## src/rtl/hex_readback.sv

```systemverilog
// Seven-segment readback: synchronizes three active-low HEX buses, debounces each
// digit, decodes accepted glyphs and presents change events on a valid/ready port.
module hex_readback #(
  parameter int unsigned STABLE_CYCLES = 4
) (
  input  logic        CLOCK_50,
  input  logic        RESET_N,
  input  logic [6:0]  HEX0,
  input  logic [6:0]  HEX1,
  input  logic [6:0]  HEX3,
  input  logic        OUT_READY,
  output logic        OUT_VALID,
  output logic [11:0] DIGITS,
  output logic [2:0]  BLANK,
  output logic [2:0]  INVALID,
  output logic        OVERRUN,
  output logic [15:0] CHANGE_COUNT
);

  localparam logic [3:0] STABLE = 4'(STABLE_CYCLES);
  localparam logic [6:0] SEG_BLANK = 7'h7F;

  typedef enum logic {IDLE, PEND} state_t;

  state_t            state;
  logic [2:0][6:0]   hex_in;
  logic [2:0][6:0]   sync1;
  logic [2:0][6:0]   sync2;
  logic [2:0][6:0]   prev;
  logic [2:0][6:0]   last;
  logic [2:0][3:0]   cnt;
  logic [2:0][6:0]   snap;
  logic [2:0]        accept;
  logic              event_hit;
  logic [11:0]       snap_digits;
  logic [2:0]        snap_blank;
  logic [2:0]        snap_invalid;
  logic [5:0]        dec;

  // Returns {blank, invalid, nibble}.
  function automatic logic [5:0] decode_seg(input logic [6:0] seg);
    logic [5:0] r;
    r = 6'b010000;
    case (seg)
      7'h40: r = {2'b00, 4'h0};
      7'h79: r = {2'b00, 4'h1};
      7'h24: r = {2'b00, 4'h2};
      7'h30: r = {2'b00, 4'h3};
      7'h19: r = {2'b00, 4'h4};
      7'h12: r = {2'b00, 4'h5};
      7'h02: r = {2'b00, 4'h6};
      7'h78: r = {2'b00, 4'h7};
      7'h00: r = {2'b00, 4'h8};
      7'h10: r = {2'b00, 4'h9};
      7'h08: r = {2'b00, 4'hA};
      7'h03: r = {2'b00, 4'hB};
      7'h46: r = {2'b00, 4'hC};
      7'h21: r = {2'b00, 4'hD};
      7'h06: r = {2'b00, 4'hE};
      7'h0E: r = {2'b00, 4'hF};
      7'h7F: r = 6'b100000;
      default: r = 6'b010000;
    endcase
    return r;
  endfunction

  assign hex_in = {HEX3, HEX1, HEX0};

  // prev is the synchronized pattern one cycle older; the counter measures how long it has held.
  always_ff @(posedge CLOCK_50 or negedge RESET_N) begin
    if (!RESET_N) begin
      sync1 <= {3{SEG_BLANK}};
      sync2 <= {3{SEG_BLANK}};
      prev  <= {3{SEG_BLANK}};
      last  <= {3{SEG_BLANK}};
      cnt   <= '0;
    end else begin
      sync1 <= hex_in;
      sync2 <= sync1;
      prev  <= sync2;
      last  <= snap;
      for (int unsigned i = 0; i < 3; i++) begin
        if (sync2[i] != prev[i])
          cnt[i] <= 4'd1;
        else if (cnt[i] != STABLE)
          cnt[i] <= cnt[i] + 4'd1;
      end
    end
  end

  always_comb begin
    accept       = '0;
    snap         = last;
    snap_digits  = '0;
    snap_blank   = '0;
    snap_invalid = '0;
    dec          = '0;
    for (int unsigned i = 0; i < 3; i++) begin
      if (cnt[i] == STABLE && prev[i] != last[i]) begin
        accept[i] = 1'b1;
        snap[i]   = prev[i];
      end
      dec                  = decode_seg(snap[i]);
      snap_blank[i]        = dec[5];
      snap_invalid[i]      = dec[4];
      snap_digits[4*i +: 4] = dec[3:0];
    end
    event_hit = |accept;
  end

  always_ff @(posedge CLOCK_50 or negedge RESET_N) begin
    if (!RESET_N) begin
      state        <= IDLE;
      OUT_VALID    <= 1'b0;
      DIGITS       <= '0;
      BLANK        <= '1;
      INVALID      <= '0;
      OVERRUN      <= 1'b0;
      CHANGE_COUNT <= '0;
    end else begin
      if (event_hit) begin
        DIGITS  <= snap_digits;
        BLANK   <= snap_blank;
        INVALID <= snap_invalid;
        if (CHANGE_COUNT != '1)
          CHANGE_COUNT <= CHANGE_COUNT + 16'd1;
      end
      case (state)
        IDLE: begin
          if (event_hit) begin
            state     <= PEND;
            OUT_VALID <= 1'b1;
          end
        end
        PEND: begin
          if (event_hit) begin
            if (!OUT_READY)
              OVERRUN <= 1'b1;
          end else if (OUT_READY) begin
            state     <= IDLE;
            OUT_VALID <= 1'b0;
          end
        end
        default: begin
          state     <= IDLE;
          OUT_VALID <= 1'b0;
        end
      endcase
    end
  end

endmodule

```

## config.mk

```make
export PLATFORM = sky130hd
export DESIGN_NAME = hex_readback
export DESIGN_NICKNAME = d
export VERILOG_FILES = /design/src/rtl/hex_readback.sv
export SDC_FILE = /design/constraint.sdc
export NUM_CORES = 1
export LEC_CHECK = 0
export ABC_CLOCK_PERIOD_IN_PS = 4200
export BUFFER_PORTS_ARGS = -buffer_cell sky130_fd_sc_hd__buf_2
export CAP_MARGIN = 10
export CORE_AREA = 2 2 108 110
export DETAILED_ROUTE_END_ITERATION = 8
export DIE_AREA = 0 0 110 112
export HOLD_SLACK_MARGIN = 0.12
export PLACE_DENSITY = 0.84
export SYNTH_ARGS = -nofsm -noshare
export SYNTH_HDL_FRONTEND = slang
export SYNTH_SLANG_ARGS = --single-unit
```

## constraint.sdc

```tcl
create_clock -name CLOCK_50 -period 4.2 [get_ports CLOCK_50]
set_clock_uncertainty 0.1 [all_clocks]
set_input_delay 1.05 -clock CLOCK_50 [delete_from_list [all_inputs] [get_ports CLOCK_50]]
set_output_delay 1.05 -clock CLOCK_50 [all_outputs]
set_load 0.03 [all_outputs]
```

; ---- Word-level counts from Yosys, hierarchy flattened
; Index checks and enable logic that the tools add are counted.
; Widths: inputs -> output; s select.
[totals]
regBits = 133
elab_cells = 128
output_inout_bits = 36
in_bits = 24
[classes]
eq_ne = 64
mux = 23
bitwise_logic = 2
addsub = 4
reduce_logical = 13
[ops]
columns = operator, n
row1 = $pmux 6 s17, 3
row2 = $eq 7x7->1 const B, 15
row3 = $eq 7x5->1 const B, 9
row4 = $eq 7x6->1 const B, 9
row5 = $eq 7x2->1 const B, 6
row6 = $eq 7x4->1 const B, 6
row7 = $ne 7x7->1, 6
row8 = $mux 4, 6
row9 = $eq 7x3->1 const B, 3
row10 = $logic_not 7->1, 3
row11 = $mux 7, 3
row12 = $add 16x1->16 const B, 1
row13 = $ne 16x16->1 const B, 1
row14 = $add 4x1->4 const B, 3
row15 = $eq 4x3->1 const B, 3
row16 = $ne 4x3->1 const B, 3
row17 = $mux 1, 9
row18 = $ne 2x2->1 const B, 3
row19 = $reduce_and 3->1, 2
row20 = $reduce_bool 2->1, 3
row21 = $pmux 1 s2, 2
row22 = $logic_and 1x1->1, 3
row23 = $reduce_or 3->1, 1
row24 = $not 1->1, 2
row25 = $reduce_and 2->1, 1

; ---- Longest topological paths before layout
[logic_depth]
word_depth = 6
mapped_depth = 12
depth_no_buf = 11

; ---- Worst setup path after synthesis
; OpenSTA, ideal clock, no wires.
[synth_timing]
path_type = reg-to-reg
start = register prev[7] (netlist bit)
end = register INVALID[1]
setup_slack_ps = 1657
arrival_time_ps = 2322
stages_incl_launch_ff = 10
path_buffers = 1
t_required_ps = 3978
setup_time_ps = 122
synth_period_minus_slack_ps = 2543
path_cell_list = dfstp_2 -> buf_2 -> xnor2_1 -> and3_1 -> a21oi_4 -> mux2_4 -> o32ai_4 -> o2bb2ai_2 -> a31oi_1 -> a32o_1
[synth_via]
elab_chain_len = 5
word_cells_on_any_way = 23
classes_between = eq/ne (17) / mux (3) / reduce/logical (3)
[synth_lines]
columns = item, line_no
row1 = from (decl), 29  ; logic [2:0][6:0] prev;
row2 = from (signal assigned), 74  ; prev <= {3{SEG_BLANK}};
row3 = from (signal assigned), 80  ; prev <= sync2;
row4 = $ne 7x7->1, 99  ; if (cnt[i] == STABLE && prev[i] != last[i]) begin
row5 = $logic_and 1x1->1, 99
row6 = $mux 7, 99
row7 = "$eq 7x7->1, or another cell as far along", 44  ; case (seg)
row8 = $pmux 6 s17, 44
row9 = to (signal assigned), 124  ; INVALID <= snap_invalid;
row10 = to (decl), 15  ; output logic [2:0] INVALID,
; Parallel ways exist; a longest one is shown, timed or not.
; A chain may end at the register's enable or synchronous reset.

; ---- Final worst setup path
[layout_timing]
start = register cnt[0] (netlist bit)
end = register DIGITS[0]
[layout_via]
elab_chain_len = 5
word_cells_on_any_way = 23
classes_between = eq/ne (17) / mux (3) / reduce/logical (3)
[layout_lines]
columns = item, line_no
row1 = from (decl), 31  ; logic [2:0][3:0] cnt;
row2 = "from (signal, indexed assignment)", 86  ; cnt[i] <= cnt[i] + 4'd1;
row3 = $eq 4x3->1 (*), 99
row4 = $logic_and 1x1->1 (*), 99
row5 = $mux 7, 99
row6 = "$eq 7x7->1, or another cell as far along", 44
row7 = $pmux 6 s17, 44
row8 = to (signal assigned), 122  ; DIGITS <= snap_digits;
row9 = to (decl), 13  ; output logic [11:0] DIGITS,
; Mark *: on every way between the ends. The rest lies on a longest branch, timed or not.

==> out/metrics.json <==
{
  "outcome": "finished, final reports clean",
  "die_width_um": 110,
  "setup.worst_path.end": "DIGITS[0]$_DFFE_PN0P_",
  "place.gp.congestion": 0.930,
  "ioPinCount": 60,
  "port_buffers": 59,
  "floorplan.die.height_um": 112,
  "final_critical_path_setup_slack_ns": 1.11,
  "primary_flip_flop_cell_chosen_by_synthesis_mapping": "sky130_fd_sc_hd__dfstp_2",
  "post_cts_resized": 0,
  "max_slew.worst_pin.slew_ns": 0.839,
  "max_clock_freq_ghz": 0.324,
  "detailedRoute.firstPassIterationCount": 5,
  "cts_root_buf": "sky130_fd_sc_hd__clkbuf_16",
  "yosys_synthesis_warning_count": 0,
  "finalSetupTns_ns": 0,
  "finalSetupViolations": 0,
  "number_of_flops_mapped_to_enable_cells_by_yosys": 0,
  "grt_pass1_vias": 5038,
  "cts-root-to-sink-buffers": 2,
  "max-vdd-ir-drop_v": 0.000373,
  "critPathCaptureType": "register",
  "setup.worst_path.start": "cnt[0]$_DFFE_PN0P_",
  "min_period_ns": 3.09,
  "grt_antenna_before_repair": 0,
  "grt_start_max_net_pins": 61,
  "num_rows": 39,
  "numClockSinks": 133,
  "timing.critical_path.arrival_ns": 3.28,
  "synth_cell_types": 61,
  "postSynth.asyncResetShare_pct": 100,
  "dr_total_vias": 5009,
  "rsz0062_at_grt": "no",
  "ff2ff_path_depth": 10,
  "critical_path.startpoint_type": "register",
  "hold_viol": 0,
  "numCtsBuffers": 17,
  "final_layout_size_suffix_gt1_share_pct": 29.7,
  "commonest_cells_after_routing_fill_and_taps_aside": "sky130_fd_sc_hd__dfstp_2 (87), sky130_fd_sc_hd__nor2_1 (59), sky130_fd_sc_hd__buf_2 (58), sky130_fd_sc_hd__nand2_1 (53), sky130_fd_sc_hd__dfrtp_1 (46)",
  "cts_tree": "yes",
  "post-synth-top-area-cell": "sky130_fd_sc_hd__dfstp_2",
  "detail-route-antenna-nets": 0,
  "synth-seq-area-share_pct": 51.2,
  "drt_drc_violations_left": 0,
  "start_util_pct": 60.1,
  "routed_wire_length_per_instance_um": 16.6,
  "mostFrequentLayoutCell": "sky130_fd_sc_hd__dfstp_2",
  "floorplan.core_area_um2": 11200,
  "area_delta_synth_final_pct": 13.4,
  "crit-reg2reg-capture": "DIGITS[0]$_DFFE_PN0P_",
  "layout.nets": 714,
  "dieArea_um2": 12300,
  "htree_num_levels": 4,
  "layout_worst_path_cycle_share_pct": 73.5,
  "finalCoreUtilization_pct": 68.1,
  "dpl.hpwl_um": 9910,
  "worst_skew_pair.late_latency_ns": 0.42,
  "postSynthNetCount": 663,
  "vias_per_std_cell": 5.97,
  "post-cts-setup-buffer-count": 0,
  "critPathRequiredTime_ns": 4.39,
  "synth_top_area_share_pct": 34.1,
  "max-cap-violations": 0,
  "worst-setup-path-type": "reg -> reg",
  "slew_headroom_pct": 43.3,
  "post_synth_instance_area_um2": 6710,
  "report.final.slew_viol_count": 0,
  "power_leakage_uw": 0.00334,
  "n_antenna_cell": 0,
  "preCtsSetupSlack_ns": 1.16,
  "synthesized_area_divided_by_synthesized_cell_count_um2": 10.6,
  "drt_wl_total_um": 14000,
  "grt_pass1_wl_um": 24100,
  "globalRouteTotalUtil_pct": 25.2,
  "detailedRoute.firstIterationViolations": 374,
  "inst_count_dp": 807,
  "worst-path-max-fanout": 13,
  "hold_path.class": "reg -> reg",
  "yosys_register_bits": 133,
  "reg2reg_slack_ns": 1.11,
  "reg2reg_from": "cnt[0]$_DFFE_PN0P_",
  "cts_hold_buffers": 0,
  "netlist_top_cells_area": "sky130_fd_sc_hd__dfstp_2 (34%), sky130_fd_sc_hd__dfrtp_1 (17%), sky130_fd_sc_hd__xnor2_1 (4.7%)",
  "finish.cell_count_without_fillers": 839,
  "globalRouteOverflowTotal": 0,
  "power-per-cell-area_nw_per_um2": 374,
  "syn_inst_count": 632,
  "clk_pin_slew_worst_paths_ns": 0.06
}
[layout make-up]
type	instances	area (um2)
fill	811	3560
timing repair buffer	64	335
inverter	26	97.6
clock buffer	18	439
multi-input combinational	441	3000
tap	143	179
clock inverter	14	128
sequential	133	3440
[power by group]
group / switching (uW) / leakage [uW] / internal, uW / total (uW)
clock: 556 / 0.000269 / 830 / 1390
combinational: 48.7 / 0.00154 / 33.8 / 82.4
sequential: 38.8 / 0.00153 / 1340 / 1380
[routing by layer]
metal,global-route usage (%),vias to the layer above,part of all wire (%)
li1,-,2340,-
met2,39.4,181,49
met4,9.79,0,2.2
met5,0,-,0
met3,7.08,30,6.1
met1,33.2,2458,43
[sequential cells by signal, summed over array words and instances (netlist names)]
| name | count |
|---|---|
| last | 21 |
| OVERRUN | 1 |
| INVALID | 3 |
| sync1 | 21 |
| BLANK | 3 |
| DIGITS | 12 |
| cnt | 12 |
| state | 1 |
| CHANGE_COUNT | 16 |
| OUT_VALID | 1 |
| prev | 21 |
| sync2 | 21 |
[through the flow]
step | power, uW | cell area [um2] | hold WS [ns]
4_1_cts | 2880 | 7610 | 0.255
3_3_place_gp | 1480 | 7050 | 0.245
5_1_grt | 2960 | 7610 | 0.256
6_report | 2850 | 7610 | 0.254
3_5_place_dp | 1480 | 7050 | 0.247
2_1_floorplan | 1430 | 6710 | 0.245
[synth_stat cells, types with 18 or more instances]
cell / count
sky130_fd_sc_hd__a21oi_1: 35
sky130_fd_sc_hd__buf_2: 18
sky130_fd_sc_hd__dfrtp_1: 46
sky130_fd_sc_hd__dfstp_2: 87
sky130_fd_sc_hd__inv_1: 24
sky130_fd_sc_hd__mux2i_1: 23
sky130_fd_sc_hd__nand2_1: 53
sky130_fd_sc_hd__nor2_1: 59
sky130_fd_sc_hd__nor3_1: 27
sky130_fd_sc_hd__xnor2_1: 36
sky130_fd_sc_hd__xor2_1: 29
[critical path, cell delays in order, from the launching register on]
cell                       delay [ns]
sky130_fd_sc_hd__dfrtp_1         0.42
sky130_fd_sc_hd__inv_1           0.06
sky130_fd_sc_hd__ha_1            0.21
sky130_fd_sc_hd__nand3b_1        0.41
sky130_fd_sc_hd__buf_4           0.30
sky130_fd_sc_hd__mux2i_1         0.30
sky130_fd_sc_hd__nor3_1          0.10
sky130_fd_sc_hd__mux2i_1         0.39
sky130_fd_sc_hd__a21oi_1         0.16
sky130_fd_sc_hd__nor4_1          0.37
sky130_fd_sc_hd__a21oi_1         0.12
[worst min-delay path by stage]
stage / start / to / slack [ns] / cells after the start
3_3_place_gp: sync1[2]$_DFF_PN1_ / sync2[2]$_DFF_PN1_ / 0.25 / 0
5_1_grt: sync1[15]$_DFF_PN1_ / sync2[15]$_DFF_PN1_ / 0.26 / 0
3_5_place_dp: sync1[10]$_DFF_PN1_ / sync2[10]$_DFF_PN1_ / 0.25 / 0
6_report: sync1[10]$_DFF_PN1_ / sync2[10]$_DFF_PN1_ / 0.25 / 0
2_1_floorplan: sync1[0]$_DFF_PN1_ / sync2[0]$_DFF_PN1_ / 0.25 / 0
4_1_cts: sync1[10]$_DFF_PN1_ / sync2[10]$_DFF_PN1_ / 0.25 / 0
[cells by family after synthesis]
| group | count (synthesis) | share of synthesized area [%] |
|---|---|---|
| fa+ha+maj | 7 | 1.30 |
| xor+xnor | 65 | 8.48 |
| mux | 36 | 5.67 |
| compound gates | 112 | 12.2 |
| buf+inv | 58 | 4.12 |
| flops | 133 | 51.2 |
| simple gates | 221 | 17.1 |
(Power assumes the default switching activity.)
